`config.mk`:
```
export PLATFORM = sky130hd
export DESIGN_NAME = calc1_port_requester
export DESIGN_NICKNAME = d
export VERILOG_FILES = /design/src/rtl/calc1_port_requester.sv
export SDC_FILE = /design/constraint.sdc
export NUM_CORES = 1
export LEC_CHECK = 0
export ABC_AREA = 0
export CAP_MARGIN = 5
export CORE_UTILIZATION = 45
export CTS_BUF_LIST = sky130_fd_sc_hd__clkbuf_4
export CTS_CLUSTER_SIZE = 24
export DETAILED_ROUTE_END_ITERATION = 10
export HOLD_SLACK_MARGIN = 0.02
export PLACE_DENSITY = 0.86
export SLEW_MARGIN = 20
export SYNTH_ARGS = -nofsm -noshare
export SYNTH_HDL_FRONTEND = slang
export SYNTH_SLANG_ARGS = --single-unit
```
`constraint.sdc`:
```
create_clock -name c_clk -period 1.9 [get_ports c_clk]
set_input_delay 0.38 -clock c_clk [delete_from_list [all_inputs] [get_ports c_clk]]
set_output_delay 0.38 -clock c_clk [all_outputs]
set_load 0.01 [all_outputs]
```
`src/rtl/calc1_port_requester.sv`:
```
// calc1_port_requester: takes one host operation at a time, sends it to a calc1 port
// as a two-cycle command (cmd+op_a, then op_b), waits a bounded time for the response,
// and holds the result for the host until it is consumed.
module calc1_port_requester #(
    parameter int TIMEOUT = 64,   // WAIT cycles before an op is abandoned (>=2)
    parameter int CNT_W   = 16    // width of the completed-op counter
) (
    input  logic             c_clk,
    input  logic             reset,        // asynchronous, active-low
    input  logic             op_valid,
    output logic             op_ready,
    input  logic [0:3]       op_cmd,
    input  logic [0:31]      op_a,
    input  logic [0:31]      op_b,
    output logic [0:3]       req_cmd,
    output logic [0:31]      req_data,
    input  logic [0:1]       out_resp,
    input  logic [0:31]      out_data,
    output logic             res_valid,
    input  logic             res_ready,
    output logic [0:1]       res_resp,
    output logic [0:31]      res_data,
    output logic             res_timeout,
    output logic             err_spurious,
    output logic [CNT_W-1:0] done_cnt
);

    localparam int                WCNT_W    = (TIMEOUT > 2) ? $clog2(TIMEOUT) : 1;
    localparam logic [WCNT_W-1:0] WAIT_LAST = WCNT_W'(TIMEOUT - 1);

    typedef enum logic [2:0] {
        ST_IDLE,
        ST_SEND_A,
        ST_SEND_B,
        ST_WAIT,
        ST_RESULT
    } state_t;

    state_t            state_q, state_d;
    logic [0:31]       b_q, b_d;
    logic [WCNT_W-1:0] wait_cnt_q, wait_cnt_d;
    logic [0:3]        req_cmd_q, req_cmd_d;
    logic [0:31]       req_data_q, req_data_d;
    logic [0:1]        res_resp_q, res_resp_d;
    logic [0:31]       res_data_q, res_data_d;
    logic              res_timeout_q, res_timeout_d;
    logic              err_q, err_d;
    logic [CNT_W-1:0]  done_q, done_d;

    // Next-state, next bus value and result capture for the whole request sequence.
    always_comb begin
        // NOTE: every signal gets a default before the case so no path leaves it unassigned (no latches).
        state_d       = state_q;
        b_d           = b_q;
        wait_cnt_d    = wait_cnt_q;
        req_cmd_d     = '0;
        req_data_d    = '0;
        res_resp_d    = res_resp_q;
        res_data_d    = res_data_q;
        res_timeout_d = res_timeout_q;
        done_d        = done_q;
        // A response is only legal while waiting; anything else is latched as an error.
        err_d         = err_q | ((out_resp != 2'd0) && (state_q != ST_WAIT));

        case (state_q)
            ST_IDLE: begin
                if (op_valid) begin
                    b_d = op_b;
                    if (op_cmd != 4'd0) begin
                        // Bus is registered, so the first beat is loaded on the accept edge.
                        state_d    = ST_SEND_A;
                        req_cmd_d  = op_cmd;
                        req_data_d = op_a;
                    end else begin
                        // No-op completes locally without touching the port.
                        state_d       = ST_RESULT;
                        res_resp_d    = 2'd0;
                        res_data_d    = '0;
                        res_timeout_d = 1'b0;
                    end
                end
            end
            ST_SEND_A: begin
                state_d    = ST_SEND_B;
                req_data_d = b_q;
            end
            ST_SEND_B: begin
                state_d    = ST_WAIT;
                wait_cnt_d = '0;
            end
            ST_WAIT: begin
                if (out_resp != 2'd0) begin
                    // A response on the terminal-count cycle still counts as a normal reply.
                    state_d       = ST_RESULT;
                    res_resp_d    = out_resp;
                    res_data_d    = out_data;
                    res_timeout_d = 1'b0;
                end else if (wait_cnt_q == WAIT_LAST) begin
                    state_d       = ST_RESULT;
                    res_resp_d    = 2'd3;
                    res_data_d    = '0;
                    res_timeout_d = 1'b1;
                end else begin
                    wait_cnt_d = wait_cnt_q + 1'b1;
                end
            end
            ST_RESULT: begin
                if (res_ready) begin
                    state_d = ST_IDLE;
                    done_d  = done_q + 1'b1;
                end
            end
            default: state_d = ST_IDLE;
        endcase
    end

    // State and output registers; reset drops the bus and discards any op in flight.
    always_ff @(posedge c_clk or negedge reset) begin
        // NOTE: all registers, including captured data, are reset so no output is ever X.
        if (!reset) begin
            state_q       <= ST_IDLE;
            b_q           <= '0;
            wait_cnt_q    <= '0;
            req_cmd_q     <= '0;
            req_data_q    <= '0;
            res_resp_q    <= '0;
            res_data_q    <= '0;
            res_timeout_q <= 1'b0;
            err_q         <= 1'b0;
            done_q        <= '0;
        end else begin
            // NOTE: non-blocking assignments so every flop samples pre-edge values.
            state_q       <= state_d;
            b_q           <= b_d;
            wait_cnt_q    <= wait_cnt_d;
            req_cmd_q     <= req_cmd_d;
            req_data_q    <= req_data_d;
            res_resp_q    <= res_resp_d;
            res_data_q    <= res_data_d;
            res_timeout_q <= res_timeout_d;
            err_q         <= err_d;
            done_q        <= done_d;
        end
    end

    assign op_ready     = (state_q == ST_IDLE);
    assign res_valid    = (state_q == ST_RESULT);
    assign req_cmd      = req_cmd_q;
    assign req_data     = req_data_q;
    assign res_resp     = res_resp_q;
    assign res_data     = res_data_q;
    assign res_timeout  = res_timeout_q & res_valid;
    assign err_spurious = err_q;
    assign done_cnt     = done_q;

endmodule

```
-- Word-level counts from Yosys, hierarchy flattened
Cells that the tools add are included.
- register bits after elaboration: 129
- output and inout bits: 90
- logic and storage cells: 67
- equal/unequal tests: 12
- muxes and demuxes: 30
- bitwise gates (word level): 2
- reduce and logical (&&, ||, !) cells: 11
- add/sub/neg operators: 2
- operators with widths (operator ; number):
    $mux W32 ; 6
    $pmux W32 S2 ; 2
    $add A16 B1 Y16 const B ; 1
    $mux W3 ; 5
    $pmux W3 S5 ; 1
    $mux W4 ; 3
    $mux W6 ; 2
    $pmux W6 S2 ; 1
    $mux W2 ; 4
    $ne A2 B2 Y1 const B ; 4
    $add A6 B1 Y6 const B ; 1
    $eq A3 B2 Y1 const B ; 2
    $eq A6 B6 Y1 const B ; 1
    $reduce_and A3 Y1 ; 2
    $reduce_bool A2 Y1 ; 3
    $mux W1 ; 4
    $pmux W2 S2 ; 1
    $reduce_and A2 Y1 ; 2
    $reduce_and A4 Y1 ; 1
    $reduce_bool A4 Y1 ; 1
    $eq A3 B1 Y1 const B ; 1
    $eq A3 B3 Y1 const B ; 1
    $logic_not A3 Y1 ; 1
    $ne A3 B2 Y1 const B ; 1
    6 further kinds ; 6

-- Depth between registers and ports, before layout
Gate-level depths: netlist of run 1.
- depth after elaboration: 4
- mapped depth: 8
- gate-level depth less buffers: 5

-- Worst setup path before layout of run 1
No wires, ideal clock.
- path type: input port to flip-flop
- from: input port op_cmd[3] in the netlist's numbering
- to: register req_data_q (netlist bit req_data[0])
- setup slack: 0.180 ns
- setup time: 0.121 ns
- stages: 5
- required time: 1.779 ns
- arrival: 1.599 ns
- buffers on the path: 2
- path through: nor4_1 > nor2b_1 > clkbuf_1 > clkbuf_1 > a22o_1
- word-level cells in the longest chain between the ends: 4
- ends and longest elaborated chain (element ; RTL line ; RTL):
    start, declared ; 12 ; input logic [0:3] op_cmd,
    $reduce_bool A4 Y1 ; 69 ; if (op_cmd != 4'd0) begin
    $mux W32 ; 69 ;
    $mux W32 ; 67 ; if (op_valid) begin
    $pmux W32 S2 ; 65 ; case (state_q)
    named net req_data_d (one bit) ; 43 ; logic [0:31] req_data_q, req_data_d;
    end signal, assigned ; 137 ; req_data_q <= req_data_d;
    end, declared ; 43 ;
The timed path passes the listed nets, and every way through them passes these cells.
A chain may end at the register's enable or synchronous reset.

-- Worst setup path in the final report of run 1
- from: register state_q[1]
- to: register res_resp_q (netlist bit res_resp[1])
- word-level cells in the longest chain between the ends: 3
- ends and longest elaborated chain (element ; RTL line ; RTL):
    start, declared ; 39 ; state_t state_q, state_d;
    start signal, assigned ; 133 ; state_q <= state_d;
    $eq A3 B2 Y1 or $logic_not A3 Y1 (tied branches) ; 65 ;
    $ne A3 B3 Y1 (no line), or another cell as far along ; n/a ;
    $reduce_and A4 Y1 (no line) ; n/a ;
    end signal, assigned ; 138 ; res_resp_q <= res_resp_d;
    end, declared ; 44 ; logic [0:1] res_resp_q, res_resp_d;
Parallel ways exist; a longest one is shown, timed or not.

==> results of run 1 <==
metrics by stage:
stage / total power [W] / util, %
3_3_place_gp: 0.008745 / 67.03
4_1_cts: 0.01088 / 70.28
3_5_place_dp: 0.008981 / 67.03
5_1_grt: 0.01156 / 71.63
6_report: 0.01097 / 71.63
2_1_floorplan: 0.006561 / -
flip-flops by register name, indices dropped and copies added (netlist names):
name	cells
res_resp	2
res_data	32
state_q	3
req_cmd	4
req_data	32
done_cnt	16
res_timeout_q	1
err_spurious	1
b_q	32
wait_cnt_q	6
critical path, stage by stage (launching register included):
cell      delay, ns
dfrtp_1        0.42
buf_6          0.14
buf_6          0.12
nor4_2         0.25
buf_4          0.20
a221oi_4       0.08
buf_4          0.16
buf_4          0.15
a22o_1         0.24
logic make-up after synthesis:
logic type,count (synthesis)
compound gates,84
flops,129
buf+inv,31
fa+ha+maj,2
xor+xnor,15
mux,34
simple gates,69
worst max-delay path by stage:
stage               startpoint      endpoint  depth (start not counted)
floorplan            op_cmd[3]   req_data[0]                          5
global placement     res_ready  done_cnt[15]                          5
detailed placement   res_ready  done_cnt[15]                          5
CTS                 state_q[0]      op_ready                          3
global route        state_q[0]      op_ready                          3
finish              state_q[1]   res_resp[1]                          8
final cells by class:
type / instances / share of cell area [%]
Clock inverter: 14 / 1.813
Inverter: 8 / 0.3850
Timing Repair Buffer: 240 / 30.87
Multi-Input combinational cell: 204 / 21.53
Clock buffer: 18 / 1.733
Tap cell: 140 / 2.246
Sequential cell: 129 / 41.42
power by group:
| group | leakage (nW) | total [W] | switching [W] | internal (W) |
|---|---|---|---|---|
| logic | 1.81 | 0.00466 | 0.00196 | 0.00270 |
| clock network | 0.136 | 0.00181 | 0.00102 | 0.000786 |
| registers | 1.63 | 0.00451 | 0.000639 | 0.00387 |
| total | 3.57 | 0.0110 | 0.00362 | 0.00735 |
cells in the final DEF, fill, tap and decap left out, drive strengths merged, types with 6 or more instances in the layout:
cell	Yosys	layout
nor2	9	9
clkbuf	13	21
mux2	32	32
a22o	66	66
nand4	8	8
inv	8	9
dfrtp	129	129
buf	10	45
dlymetal6s2s	0	8
nand2	16	16
nor3	6	6
clkdlybuf4s50	0	181
nand3	7	7
clkinv	0	6
xnor2	10	10
layer usage:
layer / GRT usage [%] / wire length, um / up-vias
met5: 0 / 0 / -
li1: - / - / 1809
met2: 42.90 / 7617 / 157
met4: 11.15 / 371 / 0
met3: 5.085 / 628 / 30
met1: 28.20 / 5298 / 2011
repair_timing:
item	CTS	global route
gates resized for setup	12	20
hold buffers	1	0
hold endpoints to repair	33	0
setup endpoints to repair	12	67
pin swaps	0	2
buffers inserted	8	10
cloned	0	2
==> flow_summary.ini, run 1 <==
[setup_path]
cp.arrival_ns = 2.28
ff2ff_path_depth = 8
worstPathRequired_ns = 2.32
r2r_end = res_resp[1]
critPathCaptureType = register
ff2ff_setup_slack_ns = 0.04
critPathLaunchType = register
worst-path-max-fanout = 6
worstSetupPathType = reg2reg
reg2reg_from = state_q[1]

[power_and_ir_drop]
leakagePower_nw = 3.575
vdd_drop_max_mv = 0.8303
power.density_nw_per_um2 = 1407

[logic_synthesis]
muxShareOfSynthArea_pct = 7.551
ys_seq_area_share_pct = 64.08
syn_area_sq_um = 5037
syn_inst = 364
netlist.area_leader.share_pct = 64.08
synth-edff-count = 0
synth_largest_area_cell = dfrtp_1
synth_flop_cell = dfrtp_1
synth.top_cells.by_area = dfrtp_1 64%, a22o_1 11%, mux2_1 7.2%
avgSynthCellArea_sq_um = 13.84
syn-num-nets = 472
synth_fa_ha_area_share_pct = 0.4968
synth-compound-area-share_pct = 14.33
synth_xor_area_share_pct = 2.608
yosysMostFrequentCell = dfrtp_1
synth_common_cells = 129 x dfrtp_1, 66 x a22o_1, 32 x mux2_1
yosys_warnings = 0
synth_cell_types = 41
ys_seq_elements = 129
synth-async-reset-ratio_pct = 100.0
synth_top_family_by_area = compound AO/OA/AOI/OAI gates
yosys.area_share.simple_pct = 7.700

[clocking]
clock_latency_ns = 0.52
cts_tree = built
cts-root-buf = clkbuf_4
htree_num_levels = 4
cts_made_buffers = 17
clkTransAtPathRegs_ns = 0.12
cts_buffer_depth = 2
cts_sinks = 129

[drt]
viasPerCell = 5.321
postRouteAntennaNets = 0
drt_iter0_drc = 223
routedWlPerCell_um = 18.48
wl_um = 13920
dr.pass1.iters = 4
drc = 0
vias = 4007

[finish]
multi_input_area_sq_um = 1679
final_cell_count_no_fill = 753
syn2layout_area_growth_pct = 54.82
finalNetCount = 708
antenna_cells = 0
ff_latch_area_sq_um = 3231
nFillCells = 714
drive_above_1_share_pct = 15.01
final_area_sq_um = 7799

[grt]
grt_antenna_before_repair = 0
grtUsageTotal_pct = 24.31
grt_remaining_overflow = 0
grt_max_degree = 54
grt_pass1_vias = 4088
grt_first_pass_wirelength_um = 21160

[timing]
setup_slack_ns = 0.03766
setup-violations-final = 0
tightest_slew_ns = 0.5088
fin_skew_ns = 0.01194
fin_crit_ns = 1.862
hold_slack_ns = 0.3700
hold_violations = 0
fmax_mhz = 537.0
slew_headroom_pct = 66.08
timing.final.crit_share_pct = 98.02
drv_slew = 0
fin_tns_setup_ns = 0
rsz0062_at_grt = yes

[die]
io_pins = 196
start_util_pct = 46.27
fp.dieH_um = 107.8
core-area_sq_um = 10890
fp-row-count = 38
dieArea_sq_um = 11620
die_x_um = 107.8

[flow_run]
cap_violations = 0

[placement]
dp.cells = 700
io_buffers = 195
routabilityCongestion = 0.8543
dp_slack_ns = -0.1423
post-dp-hpwl_um = 9466
place_area_sq_um = 7298

[worst_hold_path]
min_path_type = in2async

[status]
status = finished, final reports clean
No activity file was read; power rests on OpenSTA's default activity.
==> inputs of run 2 (changes only) <==
--- a/config.mk
+++ b/config.mk
@@ -17,3 +17,4 @@
 export SYNTH_ARGS = -nofsm -noshare
 export SYNTH_HDL_FRONTEND = slang
 export SYNTH_SLANG_ARGS = --single-unit
+export TNS_END_PERCENT = 1
==> flow_summary.ini, run 2 (synthesis gave the netlist of run 1 again) <==
[timing]
fmax_mhz = 527.8
slew_headroom_pct = 66.14
setup_slack_ns = 0.005458
hold_violations = 0
rsz0062_at_grt = yes
setup-violations-final = 0
timing.final.crit_share_pct = 99.71
tightest_slew_ns = 0.5079
drv_slew = 0
fin_skew_ns = 0.01164
fin_crit_ns = 1.895
hold_slack_ns = 0.3927

[placement]
post-dp-hpwl_um = 9466
dp_slack_ns = -0.1423
routabilityCongestion = 0.8543
io_buffers = 195

[grt]
grt_remaining_overflow = 0
grt_antenna_before_repair = 0
grt_first_pass_wirelength_um = 20940
grt_pass1_vias = 4049
grt_max_degree = 54
grtUsageTotal_pct = 24.08

[die]
fp.dieH_um = 107.8
io_pins = 196
core-area_sq_um = 10890
start_util_pct = 46.27
fp-row-count = 38
die_x_um = 107.8
dieArea_sq_um = 11620

[power_and_ir_drop]
power_w = 0.01080
switching_share_pct = 32.97
vdd_drop_max_mv = 0.8090
internal_power_w = 0.007237
p_clk_share_pct = 16.7
leakagePower_nw = 3.568
power.density_nw_per_um2 = 1413
seq_power_share_pct = 41.8
pwr-share-comb_pct = 41.5
p_sw_w = 0.003559

[clocking]
cts_tree = built
cts_buffer_depth = 2
cts-root-buf = clkbuf_4
cts_made_buffers = 17
cts_sinks = 129
htree_num_levels = 4
clkTransAtPathRegs_ns = 0.11
clock_latency_ns = 0.50

[setup_path]
critPathCaptureType = register
reg2reg_from = state_q[1]
worst-path-max-fanout = 30
ff2ff_path_depth = 7
cp.arrival_ns = 2.33
critPathLaunchType = register
r2r_end = res_data[25]
worstPathRequired_ns = 2.34
ff2ff_setup_slack_ns = 0.005
worstSetupPathType = reg2reg

[drt]
dr.pass1.iters = 4
drt_iter0_drc = 178
viasPerCell = 5.297
postRouteAntennaNets = 0
drc = 0
routedWlPerCell_um = 18.25
wl_um = 13400
vias = 3888

[finish]
finalNetCount = 689
antenna_cells = 0
final_cell_mix = 169 x clkdlybuf4s50_1, 127 x dfrtp_1, 66 x a22o_1
drive_above_1_share_pct = 12.29
syn2layout_area_growth_pct = 51.66
final_common_cell = clkdlybuf4s50_1

[worst_hold_path]
min_path_type = in2async

[flow_run]
cap_violations = 0

[status]
status = finished, final reports clean
[run 2: layout make-up]
| class | count | area [sq um] |
|---|---|---|
| repair buffers | 221 | 2241 |
| fillers | 738 | 3248 |
| clock inverters | 14 | 141.4 |
| well taps | 140 | 175.2 |
| flip-flops and latches | 129 | 3231 |
| clock buffers | 18 | 135.1 |
| multi-input cells | 204 | 1687 |
| inverters | 8 | 30.03 |
[run 2: timing repair]
action | 4_1_cts | 5_1_grt
resized for setup | 19 | 23
endpoints found under the setup margin | 12 | 67
hold endpoints to repair | 33 | 0
pin swaps | 0 | 10
buffers inserted | 1 | 0
hold buffers | 1 | 0
[run 2: worst max-delay path by stage]
stage                               to  startpoint  slack, ns
after floorplan            req_data[0]   op_cmd[3]       0.18
after global placement    done_cnt[15]   res_ready       -0.1
after detailed placement  done_cnt[15]   res_ready      -0.14
after CTS                     op_ready  state_q[0]      -0.09
after global routing      res_data[11]  state_q[1]      -0.05
final                     res_data[25]  state_q[1]      0.005
[run 2: power by group through the flow]
stage | combinational (W) | clock [W] | sequential, W
final | 0.00448 | 0.00180 | 0.00451
after global placement | 0.00427 | 0 | 0.00447
after detailed placement | 0.00444 | 0 | 0.00454
after global routing | 0.00479 | 0.00196 | 0.00464
after floorplan | 0.00182 | 0 | 0.00474
after CTS | 0.00450 | 0.00184 | 0.00451
[run 2: critical path: stages, from the launching register on]
cell,delay [ns]
dfrtp_1,0.42
buf_4,0.17
buf_4,0.15
and3b_2,0.28
nor2b_4,0.16
a221oi_4,0.26
buf_12,0.23
a22o_1,0.17
[run 2: stage by stage]
step                area (sq um)  setup TNS (ns)  cells  util, %
global route                7640         -0.9019    734    70.17
floorplan                   5037               0    364        -
CTS                         7591        -0.08660    734    69.72
detailed placement          7298          -5.457    700    67.03
finish                      7640               0    734    70.17
global placement            7298          -3.654    700    67.03
[run 2: layer usage]
layer  global-route usage, %  wire, um  up-vias
met2                   42.63      7381      130
met4                   10.76       284        0
met5                       0         0        -
met3                   5.024       499       23
li1                        -         -     1771
met1                   27.96      5232     1964
==> inputs of run 3 (changes only) <==
--- a/config.mk
+++ b/config.mk
@@ -13,8 +13,8 @@
 export DETAILED_ROUTE_END_ITERATION = 10
 export HOLD_SLACK_MARGIN = 0.02
 export PLACE_DENSITY = 0.86
+export RECOVER_POWER = 50
 export SLEW_MARGIN = 20
 export SYNTH_ARGS = -nofsm -noshare
 export SYNTH_HDL_FRONTEND = slang
 export SYNTH_SLANG_ARGS = --single-unit
-export TNS_END_PERCENT = 1
==> flow_summary.ini, run 3 (synthesis gave the netlist of run 1 again) <==
[status]
status = finished, final reports clean

[grt]
grt_max_degree = 54
grtUsageTotal_pct = 24.31
grt_pass1_vias = 4088
grt_remaining_overflow = 0
grt_antenna_before_repair = 0
grt_first_pass_wirelength_um = 21160

[finish]
final_cell_mix = 181 x clkdlybuf4s50_1, 127 x dfrtp_1, 66 x a22o_1
syn2layout_area_growth_pct = 54.12
drive_above_1_share_pct = 14.52
utilization_pct = 71.31
finalNetCount = 708
final_area_sq_um = 7764
final_common_cell = clkdlybuf4s50_1
antenna_cells = 0

[die]
start_util_pct = 46.27
die_x_um = 107.8
dieArea_sq_um = 11620
fp.dieH_um = 107.8
fp-row-count = 38
core-area_sq_um = 10890
io_pins = 196

[clocking]
clkTransAtPathRegs_ns = 0.11
cts-root-buf = clkbuf_4
cts_sinks = 129
clock_latency_ns = 0.50
cts_made_buffers = 17
cts_tree = built
htree_num_levels = 4
cts_buffer_depth = 2

[timing]
fin_tns_setup_ns = 0
slew_headroom_pct = 38.32
hold_slack_ns = 0.4631
fin_crit_ns = 1.868
tightest_slew_ns = 0.9252
rsz0062_at_grt = yes
drv_slew = 0
setup-violations-final = 0
fin_skew_ns = 0.01173
timing.final.crit_share_pct = 98.31
hold_violations = 0
fmax_mhz = 535.4

[setup_path]
slowest_stage = dfrtp_1
worst-path-max-fanout = 6
cp.arrival_ns = 2.26
cpLargestDelayFamily = buffers and inverters
worstSetupPathType = reg2reg
cp_cell_sequence = buf_6, buf_6, nor4_2, buf_4, a221oi_4, buf_4, buf_4, a22o_1
critPathLaunchType = register
ff2ff_path_depth = 8
worstPathRequired_ns = 2.29
cpMostUsedCell = buf_4
critPathCaptureType = register
path_buf_inv = 5
max_stage_delay_ns = 0.42
crit_cells = 8

[worst_hold_path]
holdPathStages = 2
min_path_type = in2reg

[placement]
routabilityCongestion = 0.8543
place_area_sq_um = 7298
post-dp-hpwl_um = 9466
io_buffers = 195

[drt]
vias = 4013
postRouteAntennaNets = 0
viasPerCell = 5.329
dr.pass1.iters = 4
drt_iter0_drc = 189
drc = 0
routedWlPerCell_um = 18.43
wl_um = 13880

[power_and_ir_drop]
vdd_drop_max_mv = 0.8320
leakagePower_nw = 3.556
power_w = 0.01095
power.density_nw_per_um2 = 1410

[flow_run]
cap_violations = 0
## run 3: changes by cell type in the layout (fill, tap and decap cells not counted), moves of 2 or more
cell,before,now
buf_12,6,4
buf_4,18,28
buf_6,2,7
clkbuf_1,0,3
clkbuf_2,1,3
clkdlybuf4s50_1,169,181
dlygate4sd2_1,9,2
dlymetal6s2s_1,13,8
## run 3: per-stage QoR
| step | setup slack, ns | cells |
|---|---|---|
| final | 0.03208 | 753 |
| after global routing | -0.02383 | 753 |
| after CTS | -0.08660 | 741 |
| after detailed placement | -0.1423 | 700 |
| after global placement | -0.09955 | 700 |
| after floorplan | 0.1799 | 364 |
## run 3: layer usage
layer | GRT usage [%] | vias up | wire [um]
met5 | 0 | - | 0
met4 | 11.15 | 0 | 311
met2 | 42.90 | 159 | 7675
met1 | 28.20 | 2016 | 5309
li1 | - | 1813 | -
met3 | 5.085 | 25 | 578
## run 3: report_power, final
part	leakage, nW	internal (W)	total, W	switching [W]
clock	0.136	0.000787	0.00180	0.00101
combinational	1.79	0.00269	0.00464	0.00195
sequential	1.63	0.00387	0.00450	0.000637
total	3.56	0.00735	0.0109	0.00360
## run 3: path summary, 6_finish.rpt
check / slack (ns) / end / start
worst max register to register: 0.03 / res_resp[1] / state_q[1]
max in group asynchronous: 0.28 / req_cmd[0] / reset
worst max-delay path: 0.03 / res_resp[1] / state_q[1]
min in group asynchronous: 0.55 / b_q[8] / reset
worst min-delay path: 0.46 / req_cmd[2] / op_cmd[2]
worst min register to register: 0.50 / req_data[6] / b_q[6]
## run 3: repair_timing
item,4_1_cts,5_1_grt
hold buffers,1,0
setup buffers,8,10
hold endpoints to repair,33,0
gates cloned,0,2
resized for setup,12,20
pin swaps,0,2
endpoints found under the setup margin,12,67
## run 3: area by class of cell
| type | instances | area, sq um |
|---|---|---|
| clock buffer | 18 | 135.1 |
| clock inverter | 14 | 141.4 |
| fill | 724 | 3124 |
| inverter | 8 | 30.03 |
| multi-input combinational | 204 | 1679 |
| sequential | 129 | 3231 |
| tap | 140 | 175.2 |
| timing repair buffer | 240 | 2372 |
